===== src/rtl/gpu_pkg.sv =====
// Shared PC-unit constants: default PC width, warp count, warp-id width and the
// per-warp PC update sources, whose encoding doubles as their priority order.
`ifndef PC_WIDTH
`define PC_WIDTH 32
`endif

package gpu_pkg;

    localparam int PC_WIDTH  = `PC_WIDTH;
    localparam int NUM_WARPS = 4;

    function automatic int wid_of(input int n);
        return (n > 1) ? $clog2(n) : 1;
    endfunction

    localparam int WID = wid_of(NUM_WARPS);

    // Larger value wins when several sources hit the same warp in one cycle.
    typedef enum logic [2:0] {
        UPD_HOLD   = 3'd0,
        UPD_INC    = 3'd1,
        UPD_RET    = 3'd2,
        UPD_BRANCH = 3'd3,
        UPD_HALT   = 3'd4,
        UPD_LAUNCH = 3'd5
    } upd_src_e;

endpackage


===== src/rtl/pc_unit_if.sv =====
// Issue/control bundle between a warp scheduler front end and pc_unit.
// PC_UNIT_LINK_EN adds the branch-and-link / return request signals.
interface pc_unit_if
    import gpu_pkg::*;
#(
    parameter int PC_WIDTH  = `PC_WIDTH,
    parameter int NUM_WARPS = 4
);
    localparam int WID = wid_of(NUM_WARPS);

    logic                 en;
    logic                 stall;
    logic                 launch;
    logic [NUM_WARPS-1:0] launch_mask;
    logic                 branch_valid;
    logic [WID-1:0]       branch_warp;
    logic [PC_WIDTH-1:0]  branch_target;
    logic                 halt_valid;
    logic [WID-1:0]       halt_warp;
`ifdef PC_UNIT_LINK_EN
    logic                 branch_link;
    logic                 ret_valid;
    logic [WID-1:0]       ret_warp;
`endif
    logic [PC_WIDTH-1:0]  pc_out;
    logic [WID-1:0]       warp_id_out;
    logic                 valid_out;
    logic                 idle;

`ifdef PC_UNIT_LINK_EN
    modport master (
        output en, stall, launch, launch_mask,
        output branch_valid, branch_warp, branch_target,
        output halt_valid, halt_warp,
        output branch_link, ret_valid, ret_warp,
        input  pc_out, warp_id_out, valid_out, idle
    );
    modport slave (
        input  en, stall, launch, launch_mask,
        input  branch_valid, branch_warp, branch_target,
        input  halt_valid, halt_warp,
        input  branch_link, ret_valid, ret_warp,
        output pc_out, warp_id_out, valid_out, idle
    );
`else
    modport master (
        output en, stall, launch, launch_mask,
        output branch_valid, branch_warp, branch_target,
        output halt_valid, halt_warp,
        input  pc_out, warp_id_out, valid_out, idle
    );
    modport slave (
        input  en, stall, launch, launch_mask,
        input  branch_valid, branch_warp, branch_target,
        input  halt_valid, halt_warp,
        output pc_out, warp_id_out, valid_out, idle
    );
`endif

endinterface


===== src/rtl/pc_unit_rr_arbiter.sv =====
// Round-robin pick of the first requester at or after ptr_i, wrapping around.
// Purely combinational; N must be a power of two so the index wraps naturally.
module rr_arbiter #(
    parameter int N   = 4,
    parameter int WID = 2
) (
    input  logic [N-1:0]   req_i,
    input  logic [WID-1:0] ptr_i,
    output logic [N-1:0]   grant_o,
    output logic [WID-1:0] idx_o,
    output logic           vld_o
);

    logic [WID-1:0] cand;

    always_comb begin
        grant_o = '0;
        idx_o   = '0;
        vld_o   = 1'b0;
        cand    = '0;
        for (int k = 0; k < N; k++) begin
            cand = ptr_i + WID'(k);
            if (!vld_o && req_i[cand]) begin
                vld_o          = 1'b1;
                idx_o          = cand;
                grant_o[cand]  = 1'b1;
            end
        end
    end

endmodule


===== src/rtl/pc_unit.sv =====
// Per-warp PC file with round-robin issue; one cycle from selection to pc_out.
// stall/en only gate issue; launch/branch/halt always apply. Link regs: PC_UNIT_LINK_EN.
module pc_unit
    import gpu_pkg::*;
#(
    parameter int                  PC_WIDTH  = `PC_WIDTH,
    parameter int                  NUM_WARPS = 4,
    parameter logic [PC_WIDTH-1:0] RESET_PC  = '0
) (
    input  logic     clk,
    input  logic     rst,
    pc_unit_if.slave bus
);

    localparam int WID = wid_of(NUM_WARPS);

    logic [PC_WIDTH-1:0]  pc_q   [NUM_WARPS];
    logic [PC_WIDTH-1:0]  pc_d   [NUM_WARPS];
`ifdef PC_UNIT_LINK_EN
    logic [PC_WIDTH-1:0]  link_q [NUM_WARPS];
    logic [PC_WIDTH-1:0]  link_d [NUM_WARPS];
`endif
    logic [NUM_WARPS-1:0] live_q, live_d;
    logic [WID-1:0]       rr_ptr_q, rr_ptr_d;
    logic [PC_WIDTH-1:0]  pc_out_q, pc_out_d;
    logic [WID-1:0]       warp_id_q, warp_id_d;
    logic                 valid_q, valid_d;

    upd_src_e             src [NUM_WARPS];
    logic [NUM_WARPS-1:0] grant;
    logic [WID-1:0]       sel;
    logic                 any_live;
    logic                 issue;

    rr_arbiter #(
        .N   (NUM_WARPS),
        .WID (WID)
    ) u_arb (
        .req_i   (live_q),
        .ptr_i   (rr_ptr_q),
        .grant_o (grant),
        .idx_o   (sel),
        .vld_o   (any_live)
    );

    assign issue = bus.en & ~bus.stall & any_live;

    always_comb begin
        live_d    = live_q;
        rr_ptr_d  = rr_ptr_q;
        pc_out_d  = pc_out_q;
        warp_id_d = warp_id_q;
        valid_d   = 1'b0;

        if (issue) begin
            pc_out_d  = pc_q[sel];
            warp_id_d = sel;
            valid_d   = 1'b1;
            rr_ptr_d  = sel + WID'(1);
        end

        for (int w = 0; w < NUM_WARPS; w++) begin
            src[w]  = UPD_HOLD;
            pc_d[w] = pc_q[w];
`ifdef PC_UNIT_LINK_EN
            link_d[w] = link_q[w];
`endif
            // Later assignments carry higher priority.
            if (issue && grant[w])
                src[w] = UPD_INC;
`ifdef PC_UNIT_LINK_EN
            if (bus.ret_valid && bus.ret_warp == WID'(w) && live_q[w])
                src[w] = UPD_RET;
`endif
            if (bus.branch_valid && bus.branch_warp == WID'(w) && live_q[w])
                src[w] = UPD_BRANCH;
            if (bus.halt_valid && bus.halt_warp == WID'(w))
                src[w] = UPD_HALT;
            if (bus.launch && bus.launch_mask[w])
                src[w] = UPD_LAUNCH;

            case (src[w])
                UPD_INC: pc_d[w] = pc_q[w] + PC_WIDTH'(1);
`ifdef PC_UNIT_LINK_EN
                UPD_RET: pc_d[w] = link_q[w];
`endif
                UPD_BRANCH: begin
                    pc_d[w] = bus.branch_target;
`ifdef PC_UNIT_LINK_EN
                    if (bus.branch_link)
                        link_d[w] = pc_q[w] + PC_WIDTH'(1);
`endif
                end
                UPD_HALT: live_d[w] = 1'b0;
                UPD_LAUNCH: begin
                    pc_d[w]   = RESET_PC;
                    live_d[w] = 1'b1;
                end
                default: pc_d[w] = pc_q[w];
            endcase
        end
    end

    always_ff @(posedge clk) begin
        if (rst) begin
            for (int w = 0; w < NUM_WARPS; w++) begin
                pc_q[w] <= RESET_PC;
`ifdef PC_UNIT_LINK_EN
                link_q[w] <= RESET_PC;
`endif
            end
            live_q    <= '0;
            rr_ptr_q  <= '0;
            pc_out_q  <= RESET_PC;
            warp_id_q <= '0;
            valid_q   <= 1'b0;
        end else begin
            for (int w = 0; w < NUM_WARPS; w++) begin
                pc_q[w] <= pc_d[w];
`ifdef PC_UNIT_LINK_EN
                link_q[w] <= link_d[w];
`endif
            end
            live_q    <= live_d;
            rr_ptr_q  <= rr_ptr_d;
            pc_out_q  <= pc_out_d;
            warp_id_q <= warp_id_d;
            valid_q   <= valid_d;
        end
    end

    assign bus.pc_out      = pc_out_q;
    assign bus.warp_id_out = warp_id_q;
    assign bus.valid_out   = valid_q;
    assign bus.idle        = ~|live_q;

endmodule


===== src/flat_wrapper.sv =====
// flat-port wrapper written by rule: the top's interface ports become plain ports
module pc_unit_flat import gpu_pkg::*;
#(
    parameter int                  PC_WIDTH  = `PC_WIDTH,
    parameter int                  NUM_WARPS = 4,
    parameter logic [PC_WIDTH-1:0] RESET_PC  = '0
)
  (clk, rst, bus_en, bus_stall, bus_launch, bus_launch_mask, bus_branch_valid, bus_branch_warp, bus_branch_target, bus_halt_valid, bus_halt_warp, bus_pc_out, bus_warp_id_out, bus_valid_out, bus_idle);
  pc_unit_if #(.PC_WIDTH(PC_WIDTH), .NUM_WARPS(NUM_WARPS)) bus_i ();
  input  logic clk;
  input  logic rst;
  input wire logic [$bits(bus_i.en)-1:0] bus_en;
  input wire logic [$bits(bus_i.stall)-1:0] bus_stall;
  input wire logic [$bits(bus_i.launch)-1:0] bus_launch;
  input wire logic [$bits(bus_i.launch_mask)-1:0] bus_launch_mask;
  input wire logic [$bits(bus_i.branch_valid)-1:0] bus_branch_valid;
  input wire logic [$bits(bus_i.branch_warp)-1:0] bus_branch_warp;
  input wire logic [$bits(bus_i.branch_target)-1:0] bus_branch_target;
  input wire logic [$bits(bus_i.halt_valid)-1:0] bus_halt_valid;
  input wire logic [$bits(bus_i.halt_warp)-1:0] bus_halt_warp;
  output wire logic [$bits(bus_i.pc_out)-1:0] bus_pc_out;
  output wire logic [$bits(bus_i.warp_id_out)-1:0] bus_warp_id_out;
  output wire logic [$bits(bus_i.valid_out)-1:0] bus_valid_out;
  output wire logic [$bits(bus_i.idle)-1:0] bus_idle;
  assign bus_i.en = bus_en;
  assign bus_i.stall = bus_stall;
  assign bus_i.launch = bus_launch;
  assign bus_i.launch_mask = bus_launch_mask;
  assign bus_i.branch_valid = bus_branch_valid;
  assign bus_i.branch_warp = bus_branch_warp;
  assign bus_i.branch_target = bus_branch_target;
  assign bus_i.halt_valid = bus_halt_valid;
  assign bus_i.halt_warp = bus_halt_warp;
  assign bus_pc_out = bus_i.pc_out;
  assign bus_warp_id_out = bus_i.warp_id_out;
  assign bus_valid_out = bus_i.valid_out;
  assign bus_idle = bus_i.idle;
  pc_unit #(.PC_WIDTH(PC_WIDTH), .NUM_WARPS(NUM_WARPS), .RESET_PC(RESET_PC)) u_core (.clk(clk), .rst(rst), .bus(bus_i));
endmodule

===== config.mk =====
export PLATFORM = sky130hd
export DESIGN_NAME = pc_unit_flat
export DESIGN_NICKNAME = d
export VERILOG_FILES = /design/src/rtl/gpu_pkg.sv /design/src/rtl/pc_unit_if.sv /design/src/rtl/pc_unit_rr_arbiter.sv /design/src/rtl/pc_unit.sv /design/src/flat_wrapper.sv
export SDC_FILE = /design/constraint.sdc
export NUM_CORES = 1
export LEC_CHECK = 0
export CORE_MARGIN = 4
export CORE_UTILIZATION = 35
export CTS_CLUSTER_DIAMETER = 200
export CTS_CLUSTER_SIZE = 10
export DETAILED_ROUTE_END_ITERATION = 6
export SKIP_CTS_REPAIR_TIMING = 1
export SYNTH_ARGS = -nofsm -noshare
export SYNTH_HDL_FRONTEND = slang
export SYNTH_SLANG_ARGS = --single-unit

===== constraint.sdc =====
create_clock -name clk -period 6.73 [get_ports clk]
set_clock_uncertainty 0.15 [all_clocks]
set_input_delay 1.346 -clock clk [delete_from_list [all_inputs] [get_ports clk]]
set_output_delay 1.346 -clock clk [all_outputs]
set_load 0.05 [all_outputs]

==> results.sh <==
export IMPL_cp_arrival_ns=4.72
export IMPL_critPathMaxFanout=20
export IMPL_die_area_um2=35000
export IMPL_postSynthCellCount=1424
export IMPL_rr_endpoint="u_core.pc_q[3][3]"
export IMPL_rr_worst_depth=9
export IMPL_insertion_delay_ns=0.43
export IMPL_grt_overflow=0
export IMPL_cts_tree="built"
export IMPL_hold_violations=0
export IMPL_fin_ws_ns=2.18
export IMPL_ant_nets=0
export IMPL_critical_path_top_delay_family="compound AO/OA/AOI/OAI gates"
export IMPL_outcome="finished, final reports clean"
export IMPL_end_kind="register"
export IMPL_rsz0062_at_grt="false"
export IMPL_yosysTopAreaCell="dfxtp_1"
export IMPL_clk_pin_slew_worst_paths_ns=0.07
export IMPL_syn_avg_cell_area_um2=7.89
export IMPL_worst_pin_slew_ns=1.25
export IMPL_whs_path_depth=2
export IMPL_cp_num_buf_inv=2
export IMPL_grt_max_degree=67
export IMPL_synth_seq_cells=169
export IMPL_pin_count=83
export IMPL_ys_async_sr_fraction=0
export IMPL_synthToLayoutAreaGrowth_pct=14.0
export IMPL_syn_area_um2=11200
export IMPL_hold_end="u_core.bus.warp_id_out[1]"
export IMPL_max_cap_viol_count=0
export IMPL_relSlewSlack=0.164
export IMPL_maxSlewViolCount=0
export IMPL_die_w_um=187
export IMPL_worst_ep_required_time_ns=6.90
export IMPL_layout_drive_gt1_share=0.0650
export IMPL_numClockSinks=169
export IMPL_diodes=0
export IMPL_cts_max_level=4
export IMPL_holdCritStartpoint="u_core.bus.warp_id_out[1]"
export IMPL_synthesis_nets=1483
export IMPL_fin_util=0.405
export IMPL_grt_pass1_wl_um=67600
export IMPL_fp_dieH_um=187
export IMPL_port_buffers=82
export IMPL_layout_commonest_cell="nand2_1"
export IMPL_leakagePower_uw=0.00449
export IMPL_rows=65
export IMPL_cpPeakStageDelay_ns=0.74
export IMPL_vias_per_cell=6.50
export IMPL_synth_top_flop_cell="dfxtp_1"
export IMPL_path_cells="inv_1, ha_1, or3b_1, a2111o_1, a211oi_2, or2_1, buf_4, nor2_1, a31o_2"
export IMPL_hpwl_um=31900
export IMPL_ys_seq_area_frac=0.301
export IMPL_worstSetupPathDepth=9
export IMPL_place_ws_ns=2.13
export IMPL_cts_root_buffer="clkbuf_16"
export IMPL_vias=12000
export IMPL_synth_top_area_frac=0.301
export IMPL_slowest_stage="dfxtp_1"
export IMPL_cts_buffers_inserted=17
export IMPL_cts_buffer_depth=2
export IMPL_reg2reg_from="u_core.rr_ptr_q[0]"
export IMPL_drc=0
export IMPL_synth_edff_count=0
export IMPL_drt_iter0_markers=1435
export IMPL_cp_start_kind="register"
export IMPL_powerDensity_nw_per_um2=189
export IMPL_tns_ns=0
export IMPL_ir_worst_vdd_mv=0.182
export IMPL_start_util=0.355
export IMPL_grt_pass1_vias=11000
export IMPL_dpl_cell_area_um2=12200
export IMPL_rrSetupSlack_ns=2.18
export IMPL_drt_wirelength_per_cell_um=24.0
export IMPL_grt_antenna_before_repair=0
export IMPL_wl_um=44300
export IMPL_final_cell_mix="nand2_1, dfxtp_1, nor2_1"
export IMPL_setup_viol=0
export IMPL_globalplace_congestion=0.928
export IMPL_firstDrtPassIters=6
export IMPL_ys_types=86
export IMPL_final_cell_area_um2=12800
export IMPL_min_period_ns=4.55
export IMPL_nets=1494
export IMPL_grt_usage=0.243
export IMPL_core_area_um2=31600
export IMPL_synth_area_leaders="dfxtp_1, mux2i_1, nand2_1"
export IMPL_hold_path_class="register to register"
export IMPL_fin_crit_sh=0.676
export IMPL_max_freq_mhz=220
export IMPL_yosysWarnings=0
export IMPL_critical_path_class="register to register"
[cells in the mapped netlist (all sizes together), types with 33 or more instances]
master	count
and3	35
nand2	174
dfxtp	169
o221ai	35
nor3	63
clkbuf	80
mux2i	75
a21oi	71
nand4	54
o21ai	75
buf	33
nor2	86
nand3	61
a211oi	46
[layout make-up]
class | instances | area (um2)
Clock buffer | 21 | 460
Clock inverter | 10 | 119
Fill cell | 3171 | 18800
Inverter | 19 | 71.3
Multi-Input combinational cell | 1123 | 7270
Sequential cell | 169 | 3380
Tap cell | 402 | 503
Timing Repair Buffer | 105 | 1000
[flip-flops by register name, indices dropped and copies added (netlist names)]
name / count
u_core.live_q: 4
u_core.bus.pc_out: 32
u_core.bus.valid_out: 1
u_core.pc_q: 128
u_core.rr_ptr_q: 2
u_core.bus.warp_id_out: 2
[per-stage QoR]
stage               hold WS (ns)  instances  power, uW
floorplan                  0.312       1424       1300
global placement           0.296       1818       1430
detailed placement         0.304       1818       1430
CTS                        0.313       1849       2430
global route               0.339       1849       2500
finish                     0.311       1849       2430
[power by group]
| part | internal [uW] | total, uW | leakage (uW) | switching (uW) |
|---|---|---|---|---|
| clock | 567 | 1010 | 0.000276 | 443 |
| combinational | 133 | 386 | 0.00285 | 253 |
| sequential | 1010 | 1030 | 0.00136 | 21.8 |
[cell families (layout without fill, tap and decap cells)]
| family | count (synthesis) | count (layout) | share of synthesized area |
|---|---|---|---|
| AO/OA/AOI/OAI | 407 | 407 | 0.267 |
| XOR/XNOR | 20 | 20 | 0.0156 |
| adder cells (fa/ha/maj) | 12 | 12 | 0.0134 |
| buffers and inverters | 132 | 155 | 0.0542 |
| flip-flops | 169 | 169 | 0.301 |
| multiplexers | 77 | 77 | 0.0708 |
| AND/OR/NAND/NOR | 607 | 607 | 0.278 |
[metal layers]
layer | share of wire | up-vias | routed length (um) | GRT usage
li1 | - | 5530 | - | -
met1 | 0.44 | 5754 | 19500 | 0.339
met2 | 0.43 | 631 | 19200 | 0.366
met3 | 0.085 | 102 | 3760 | 0.0472
met4 | 0.043 | 0 | 1900 | 0.104
met5 | 0 | - | 0 | 0
[tightest hold or removal path, delay by kind of cell (launching register included)]
| family | cells | cell delay, ns |
|---|---|---|
| AND/OR/NAND/NOR | 1 | 0.05 |
| flip-flops | 1 | 0.31 |
| AO/OA/AOI/OAI | 1 | 0.05 |
[how the worst max path moves through the flow]
stage                  startpoint            endpoint  slack [ns]
3_3_place_gp       bus_halt_valid  u_core.pc_q[3][31]        2.16
5_1_grt        u_core.rr_ptr_q[0]   u_core.pc_q[3][3]        1.97
2_1_floorplan    u_core.live_q[1]  u_core.pc_q[3][22]        2.95
6_report       u_core.rr_ptr_q[0]   u_core.pc_q[3][3]        2.18
3_5_place_dp       bus_halt_valid  u_core.pc_q[3][31]        2.13
4_1_cts        u_core.rr_ptr_q[0]   u_core.pc_q[3][3]        2.26
Note: power is estimated with default switching activity, not from simulation.
